[config.mk]
export PLATFORM = sky130hd
export DESIGN_NAME = block_mover
export DESIGN_NICKNAME = d
export VERILOG_FILES = /design/src/rtl/block_mover.sv
export SDC_FILE = /design/constraint.sdc
export NUM_CORES = 1
export LEC_CHECK = 0
export CELL_PAD_IN_SITES_DETAIL_PLACEMENT = 1
export CELL_PAD_IN_SITES_GLOBAL_PLACEMENT = 1
export CORE_UTILIZATION = 35
export CTS_CLUSTER_SIZE = 8
export DETAILED_ROUTE_END_ITERATION = 7
export PLACE_DENSITY_LB_ADDON = 0.1
export SKIP_CTS_REPAIR_TIMING = 1
export SLEW_MARGIN = 5
export SYNTH_ARGS = -nofsm -noshare
export SYNTH_HDL_FRONTEND = slang
export SYNTH_SLANG_ARGS = --single-unit
[constraint.sdc]
create_clock -name clk -period 2.03 [get_ports clk]
set_input_delay 0.3045 -clock clk [delete_from_list [all_inputs] [get_ports clk]]
set_output_delay 0.3045 -clock clk [all_outputs]
set_load 0.02 [all_outputs]
[src/rtl/block_mover.sv]
// Horizontal sweeper for the player's block: latches a row on load, steps one
// pixel every diff_q frame ticks, bounces at the screen edges and lands on drop.
module block_mover #(
  parameter logic [7:0] X_MIN = 8'd0,
  parameter logic [7:0] X_MAX = 8'd144
) (
  input  logic       clk,
  input  logic       resetn,
  input  logic       load,
  input  logic       frame_tick,
  input  logic       drop,
  input  logic [2:0] difficulty,
  input  logic       new_direction,
  input  logic [7:0] new_x_position,
  input  logic [6:0] new_y_position,
  output logic [7:0] x_pos,
  output logic [6:0] y_pos,
  output logic       direction,
  output logic       moving,
  output logic       step_pulse,
  output logic       done
);

  typedef enum logic [1:0] {IDLE = 2'd0, MOVE = 2'd1, LANDED = 2'd2} state_t;

  state_t     state_q;
  logic [7:0] x_q;
  logic [6:0] y_q;
  logic       dir_q;
  logic       moving_q;
  logic       step_q;
  logic       done_q;
  logic [2:0] diff_q;
  logic [2:0] count_q;

  logic [7:0] load_x_d;
  logic [2:0] load_diff_d;
  logic       step_tick_d;
  logic [7:0] step_x_d;
  logic       step_dir_d;

  // Clamped load values and the position/direction a step tick would produce.
  always_comb begin
    if (new_x_position >= X_MAX) begin
      load_x_d = X_MAX;
    end else if (new_x_position <= X_MIN) begin
      load_x_d = X_MIN;
    end else begin
      load_x_d = new_x_position;
    end
    load_diff_d = (difficulty == 3'd0) ? 3'd1 : difficulty;
    step_tick_d = frame_tick && (count_q == (diff_q - 3'd1));
    step_x_d    = x_q;
    step_dir_d  = dir_q;
    if (dir_q) begin
      if (x_q >= X_MAX) begin
        step_dir_d = 1'b0;
        step_x_d   = X_MAX - 8'd1;
      end else begin
        step_x_d   = x_q + 8'd1;
      end
    end else begin
      if (x_q <= X_MIN) begin
        step_dir_d = 1'b1;
        step_x_d   = X_MIN + 8'd1;
      end else begin
        step_x_d   = x_q - 8'd1;
      end
    end
  end

  // Row FSM with registered outputs; load overrides every state, drop beats a step.
  always_ff @(posedge clk) begin
    if (!resetn) begin
      state_q  <= IDLE;
      x_q      <= 8'd0;
      y_q      <= 7'd0;
      dir_q    <= 1'b1;
      moving_q <= 1'b0;
      step_q   <= 1'b0;
      done_q   <= 1'b0;
      diff_q   <= 3'd1;
      count_q  <= 3'd0;
    end else begin
      step_q <= 1'b0;
      done_q <= 1'b0;
      if (load) begin
        state_q  <= MOVE;
        moving_q <= 1'b1;
        x_q      <= load_x_d;
        y_q      <= new_y_position;
        dir_q    <= new_direction;
        diff_q   <= load_diff_d;
        count_q  <= 3'd0;
      end else begin
        case (state_q)
          MOVE: begin
            if (drop) begin
              state_q  <= LANDED;
              moving_q <= 1'b0;
              done_q   <= 1'b1;
            end else if (step_tick_d) begin
              count_q <= 3'd0;
              x_q     <= step_x_d;
              dir_q   <= step_dir_d;
              step_q  <= 1'b1;
            end else if (frame_tick) begin
              count_q <= count_q + 3'd1;
            end else begin
              count_q <= count_q;
            end
          end
          LANDED: begin
            state_q <= IDLE;
          end
          IDLE: begin
            state_q <= IDLE;
          end
          default: begin
            state_q  <= IDLE;
            moving_q <= 1'b0;
          end
        endcase
      end
    end
  end

  assign x_pos      = x_q;
  assign y_pos      = y_q;
  assign direction  = dir_q;
  assign moving     = moving_q;
  assign step_pulse = step_q;
  assign done       = done_q;

endmodule

==> qor_table.md <==
| Parameter | Value |
|:---|:---|
| Unrepaired setup endpoints after global routing | false |
| Clk network pwr share | 25.0% |
| Share of the clock period used by the worst path | 97.5% |
| Post-synth design cell area | 1550 µm² |
| Clk_lat worst skew | 0.28 ns |
| Root Driver | clkbuf_8 |
| Clock Skew | 0.00697 ns |
| Dominant combinational cell family by area after synthesis | compound AO/OA/AOI/OAI gates |
| Remaining routing DRC violations | 0 |
| TritonCTS clock tree | done |
| Area delta synth->final | 41.9% |
| Avg Vias per Cell | 5.51 |
| Count of pins on the block boundary | 43 |
| Final total power | 1.31 mW |
| Minimum setup slack after placement | -0.0521 ns |
| Met1 layer usage reported by global route | 27.2% |
| Instance area at placement | 2150 µm² |
| Number of vias after detailed routing | 1603 |
| Required time at the worst-slack endpoint | 2.26 ns |
| Iteration count of the initial detailed-routing pass | 4 |
| Portion of netlist area occupied by mux cells | 6.45% |
| Synthesized-area fraction occupied by adder cells | 4.03% |
| Maximum achievable frequency | 0.505 GHz |
| Switching Fraction | 31.5% |
| Gp weighted congestion | 0.888 |
| Arrival time of data at the critical path endpoint | 2.21 ns |
| Number of global-route vias before repair | 1602 |
| Power share of the sequential group | 44.8% |
| Met3 layer usage reported by global route | 3.45% |
| Post-synthesis sequential area ratio | 34.8% |
| Post-detailed-placement half-perimeter wirelength | 3850 µm |
| Global route overflow | 0 |
| Pint | 0.897 mW |
| Type of the tightest min-delay check | register to register |
| Slew Limit Fails | 0 |
| Power dissipated by switching net loads | 0.412 mW |
| Number of enable-type register cells in the synthesized netlist | 0 |
| Number of nets produced by synthesis | 214 |
| Clock transition at the registers of the reported paths | 0.10 ns |
| Number of cells in the design after placement | 287 |
| Simple-gate area share of the yosys netlist | 21.4% |
| Synth Area in XOR/XNOR | 5.97% |
| Result of the run | completed |
| Initial detailed-routing violation count | 80 |
| Port Buffers | 42 |
| Global-route total usage across every layer | 23.0% |
| Worst setup path class | register to register |
| Initial core utilization | 37.7% |
| Number of antenna violations at the first check in global routing | 0 |
| Most used routing layer | met2 |
| Area of all placed cells without fillers | 2200 µm² |
| # clock sinks | 27 |
| Routed WL | 4860 µm |
| Die boundary width | 68.6 µm |
| Final Hold Slack | 0.499 ns |
| DR WL/cell | 16.7 µm |
| Mapped Avg Cell Area | 8.39 µm² |
| Max Root-Sink Buffers | 2 |
| Layout cells sized above 1 | 14.1% |
| Max Cap Violations | 0 |
| Number of endpoints with negative hold slack in the final report | 0 |
| Core region area | 4120 µm² |
| Combinational power share | 30.2% |
| Die outline area | 4700 µm² |
| Height of the die | 68.6 µm |
| Number of synthesized register bits | 27 |
| CTS H-Tree Depth | 1 |
| Highest net fanout along the worst path | 5 |
| Headroom to the max-slew limit | 60.8% |
| Largest net degree at the start of global routing | 16 |
| Final core utilization | 53.5% |
| Final worst slack | 0.0509 ns |
| Static power due to leakage | 0.902 nW |
| Post-route minimum period | 1.98 ns |
| Cell area power density | 595 nW/µm² |
| Startpoint types | register |
| Endpoint class of the critical path | register |
| Total Neg Setup Slack | 0 ns |
| Layout Nets | 271 |
| Warning count from the yosys run | 0 |
| Grt met2 use | 41.8% |
| Compound-Gate Fraction of Synth Area | 21.9% |
| ANT nets after route | 0 |
| Worst IR Drop VDD | 0.000302 V |
| Ys async rst share | 0% |
| CTS Buf Count | 3 |
| Slew at the pin closest to its max-slew limit | 0.574 ns |
| Cell count after synthesis | 185 |
| Global-route wire length before repair | 7800 µm |
| Count of standard-cell rows | 23 |
| Synth unique cells | 51 |
| Predominant post-synthesis flop cell | dfxtp_1 |
| Final setup vio count | 0 |
| Antenna Cells | 0 |
| Non-filler cells in the finished layout | 291 |
==> synth_stat cells, types with 2 or more instances <==
library cell	number	share of area (%)
nand3_1	7	2.3
dfxtp_1	27	35
nor2_1	23	5.6
xnor2_1	2	1.1
and3_1	3	1.2
and4b_1	2	1.3
buf_2	4	1.3
ha_1	5	4.0
clkbuf_1	6	1.5
a21oi_1	10	3.2
o21a_1	2	0.97
nor3b_1	3	1.5
a31oi_1	5	2.0
nand2_1	13	3.1
buf_1	2	0.48
mux2i_1	10	6.5
a2111oi_0	2	1.1
inv_1	9	2.2
xor2_1	6	3.4
o21ai_0	11	3.5
o211ai_1	3	1.5
==> metal layers <==
| metal | part of all wire, % | wire length (µm) |
|---|---|---|
| met2 | 51 | 2470 |
| met1 | 44 | 2140 |
| met3 | 3.5 | 170 |
| met4 | 1.7 | 82 |
| met5 | 0 | 0 |
==> layout make-up <==
type / instances / area (µm²)
clock inverters: 1 / 5.00
multi-input cells: 137 / 932
fillers: 489 / 1910
flip-flops and latches: 27 / 541
clock buffers: 3 / 41.3
inverters: 9 / 33.8
repair buffers: 64 / 586
well taps: 50 / 62.6
==> cells in the final DEF, fill, tap and decap left out, types with 3 or more instances in the layout <==
master	Yosys	routed
clkdlybuf4s50_1	0	42
and3_1	3	3
clkbuf_8	0	3
nor2_1	23	23
buf_4	0	22
mux2i_1	10	10
a21oi_1	10	10
ha_1	5	5
inv_1	9	9
nand2_1	13	13
o211ai_1	3	3
a31oi_1	5	5
xor2_1	6	6
nand3_1	7	7
dfxtp_1	27	27
o21ai_0	11	11
==> power groups by stage <==
stage	combinational [mW]	clock, mW	sequential, mW
final	0.395	0.328	0.586
after global routing	0.428	0.352	0.591
after CTS	0.396	0.330	0.586
after detailed placement	0.393	0	0.598
after global placement	0.379	0	0.595
after floorplan	0.178	0	0.620
==> logic make-up (layout without fill, tap and decap cells) <==
| group | count (synthesis) | after routing |
|---|---|---|
| and+or+nand+nor | 64 | 64 |
| buffers and inverters | 21 | 77 |
| muxes | 10 | 10 |
| AOI/OAI and AO/OA | 49 | 49 |
| DFF | 27 | 27 |
| xor gates and xnor gates | 9 | 9 |
| adders and majority gates | 5 | 5 |
==> registers in the layout (all words and copies together) (netlist names) <==
register    count
step_pulse      1
x_pos           8
state_q         2
done            1
direction       1
y_pos           7
count_q         3
diff_q          3
moving          1
==> worst paths after layout <==
| kind | start | end | slack [ns] | depth (start not counted) |
|---|---|---|---|---|
| max reg2reg | x_pos[0] | x_pos[3] | 0.05 | 7 |
| max | x_pos[0] | x_pos[3] | 0.05 | 7 |
| min | moving | moving | 0.50 | 2 |
| min reg2reg | moving | moving | 0.50 | 2 |
==> critical path, cell delays in order (launching register included) <==
cell       delay [ns]
dfxtp_1          0.35
inv_1            0.06
ha_1             0.20
nor4b_1          0.15
nand3_1          0.23
a21oi_1          0.10
a2111oi_0        0.53
o221a_2          0.30
Note: power is estimated with default switching activity, not from simulation.
==> RTL edit, RTL diff (same settings) <==
The 3 states of `state_t` get a one-hot encoding in 3 bits.
--- a/src/rtl/block_mover.sv
+++ b/src/rtl/block_mover.sv
@@ -21,7 +21,7 @@
   output logic       done
 );
 
-  typedef enum logic [1:0] {IDLE = 2'd0, MOVE = 2'd1, LANDED = 2'd2} state_t;
+  typedef enum logic [2:0] {IDLE = 3'b001, MOVE = 3'b010, LANDED = 3'b100} state_t;
 
   state_t     state_q;
   logic [7:0] x_q;
Formal check against the unedited RTL: no difference found for any inputs over 10 cycles, from zero or initial values and one cycle with resetn low; not proved beyond that.
==> RTL edit against the original RTL <==
Worst setup slack better by 0.041 ns. Cell area up 2.0%. Area after synthesis up 7.7%. Routed wire length about the same. Utilization down 3.3 points. Critical path depth down 6. Maximum frequency up 2.1%. Register-to-register slack better by 0.08 ns. Sequential cell count up 1. Global-route usage down 3.2 points. Clock skew down 0.0013 ns. Worst hold slack better by 0.0063 ns. Power up 1.3%.
==> RTL edit: results (changes against the original RTL) <==
Setup path
  • Worst Path Max Fanout: 11 (+6)
  • Worst r2r dst: x_pos[5]$_SDFFE_PN0P_
  • CP startpoint: x_pos[4]$_SDFFE_PN0P_
  • CP peak stage delay: 0.70 ns (+0.17 ns)
  • Crit path DAT: 1.63 ns (-0.58 ns)
  • Reg2Reg Setup Slack: 0.13 ns (+0.08 ns)
  • Worst path slowest cell: clkdlybuf4s50_1
  • R2R cell count: 5 (-2)
  • CP top delay family: buffers and inverters
  • CP Capture Point: x_pos[4]
  • Critical R2R Launch: x_pos[1]$_SDFFE_PN0P_

Cells and area
  • Fillers: 524 (+7.2%)
  • NumNets Final: 277 (+2.2%)
  • Ratio of cells with drive above 1 in the final layout: 11.3% (-2.8 points)

Synth
  • List of most frequent post-synthesis cells: dfxtp_1 (28), nand2_1 (23), nor2_1 (13)
  • Netlist cell types: 50 (-2.0%)
  • Mux share of post-synthesis cell area: 6.59% (+0.14 points)
  • Main area contributors after synthesis: dfxtp_1 (34%), mux2i_1 (6.6%), nand2_1 (5.2%)
  • Ys async rst share: 0% (unchanged)
  • Synth Instances: 199 (+7.6%)
  • Synthesized-area fraction occupied by adder cells: 3.75% (-0.29 points)
  • Seq/Total Area, Yosys: 33.6% (-1.3 points)
  • Post-Syn Nets: 228 (+6.5%)
  • Xor/xnor cell area share of the yosys netlist: 4.72% (-1.2 points)
  • Post-synthesis compound-gate area fraction: 20.2% (-1.7 points)

Global route
  • Total track usage: 19.8% (-3.2 points)
  • Pin count of the biggest net entering global routing: 22 (+6)
  • First-pass GRT wire length: 7940 microns (+1.8%)
  • Vias in the first global route: 1650 (+3.0%)

STA
  • Slew margin rel.: 56.2% (-4.6 points)
  • Worst clock skew: 0.00565 ns (-0.00132 ns)
  • WHS: 0.505 ns (+0.00634 ns)
  • Worst path setup slack after routing: 0.0916 ns (+0.0407 ns)

Power
  • Sw Ratio: 29.6% (-1.9 points)
  • Total combinational power: 0.000365 W (-7.6%)
  • Reg power frac: 46.7% (+1.9 points)
  • Pwr/cell area: 591 nW/um^2 (-0.72%)
  • Combinational share of power: 27.5% (-2.7 points)
  • Peak supply drop: 0.411 mV (+36%)
  • Cell leakage power: 0.900 nW (-0.22%)

Clocking
  • H-tree depth: 1 (unchanged)

Placement
  • Dpl ws: 0.0137 ns (+0.0658 ns)
  • Dpl cells: 295 (+2.8%)
  • # port buffers: 42 (unchanged)
  • Placed cell areas: 2180 sq um (+1.6%)
  • Final Wtd Congestion: 0.847 (-4.6%)
  • HPWL after DPL: 3780 microns (-2.0%)

Route
  • DR WL met2: 2400 microns (-2.9%)
  • Drt first pass iters: 6 (+2)
  • WL met3: 320 microns (+88%)
  • Wl on met1: 2130 microns (-0.14%)
  • WL/cell: 16.3 microns (-2.7%)
  • Number of DRC markers in iteration 0: 101 (+26%)
  • Detailed-route vias per instance: 5.59 (+1.4%)
  • Wirelength, routed: 4860 microns (about the same)

Worst hold path
  • Hold Startpoint: moving$_SDFFE_PN0P_
  • Hold depth: 2 (unchanged)

Run status
  • Outcome: completed
RTL edit: cell count changes after synthesis, moves of 3 or more:
cell	delta
nor2b_1	+11
nand2_1	+10
nor2_1	-10
clkbuf_1	-4
o22ai_1	+3
RTL edit: final cells by class:
class / instances / area share (%)
sequential: 28 / 25.0
multi-input combinational: 150 / 44.9
tap: 52 / 2.90
timing repair buffer: 55 / 23.1
inverter: 10 / 1.67
clock buffer: 4 / 2.45
RTL edit: logic make-up (layout without fill, tap and decap cells):
logic type | after synthesis | in the layout
flip-flops | 28 | 28
adder cells (fa/ha/maj) | 5 | 5
AND/OR/NAND/NOR | 76 | 76
buffers and inverters | 21 | 69
XOR/XNOR | 9 | 9
multiplexers | 11 | 11
AO/OA/AOI/OAI | 49 | 49
RTL edit: layer usage:
layer,up-vias,GRT usage [%]
li1,802,-
met5,-,0
met2,55,34.5
met1,811,26.2
met4,0,1.56
met3,2,4.13
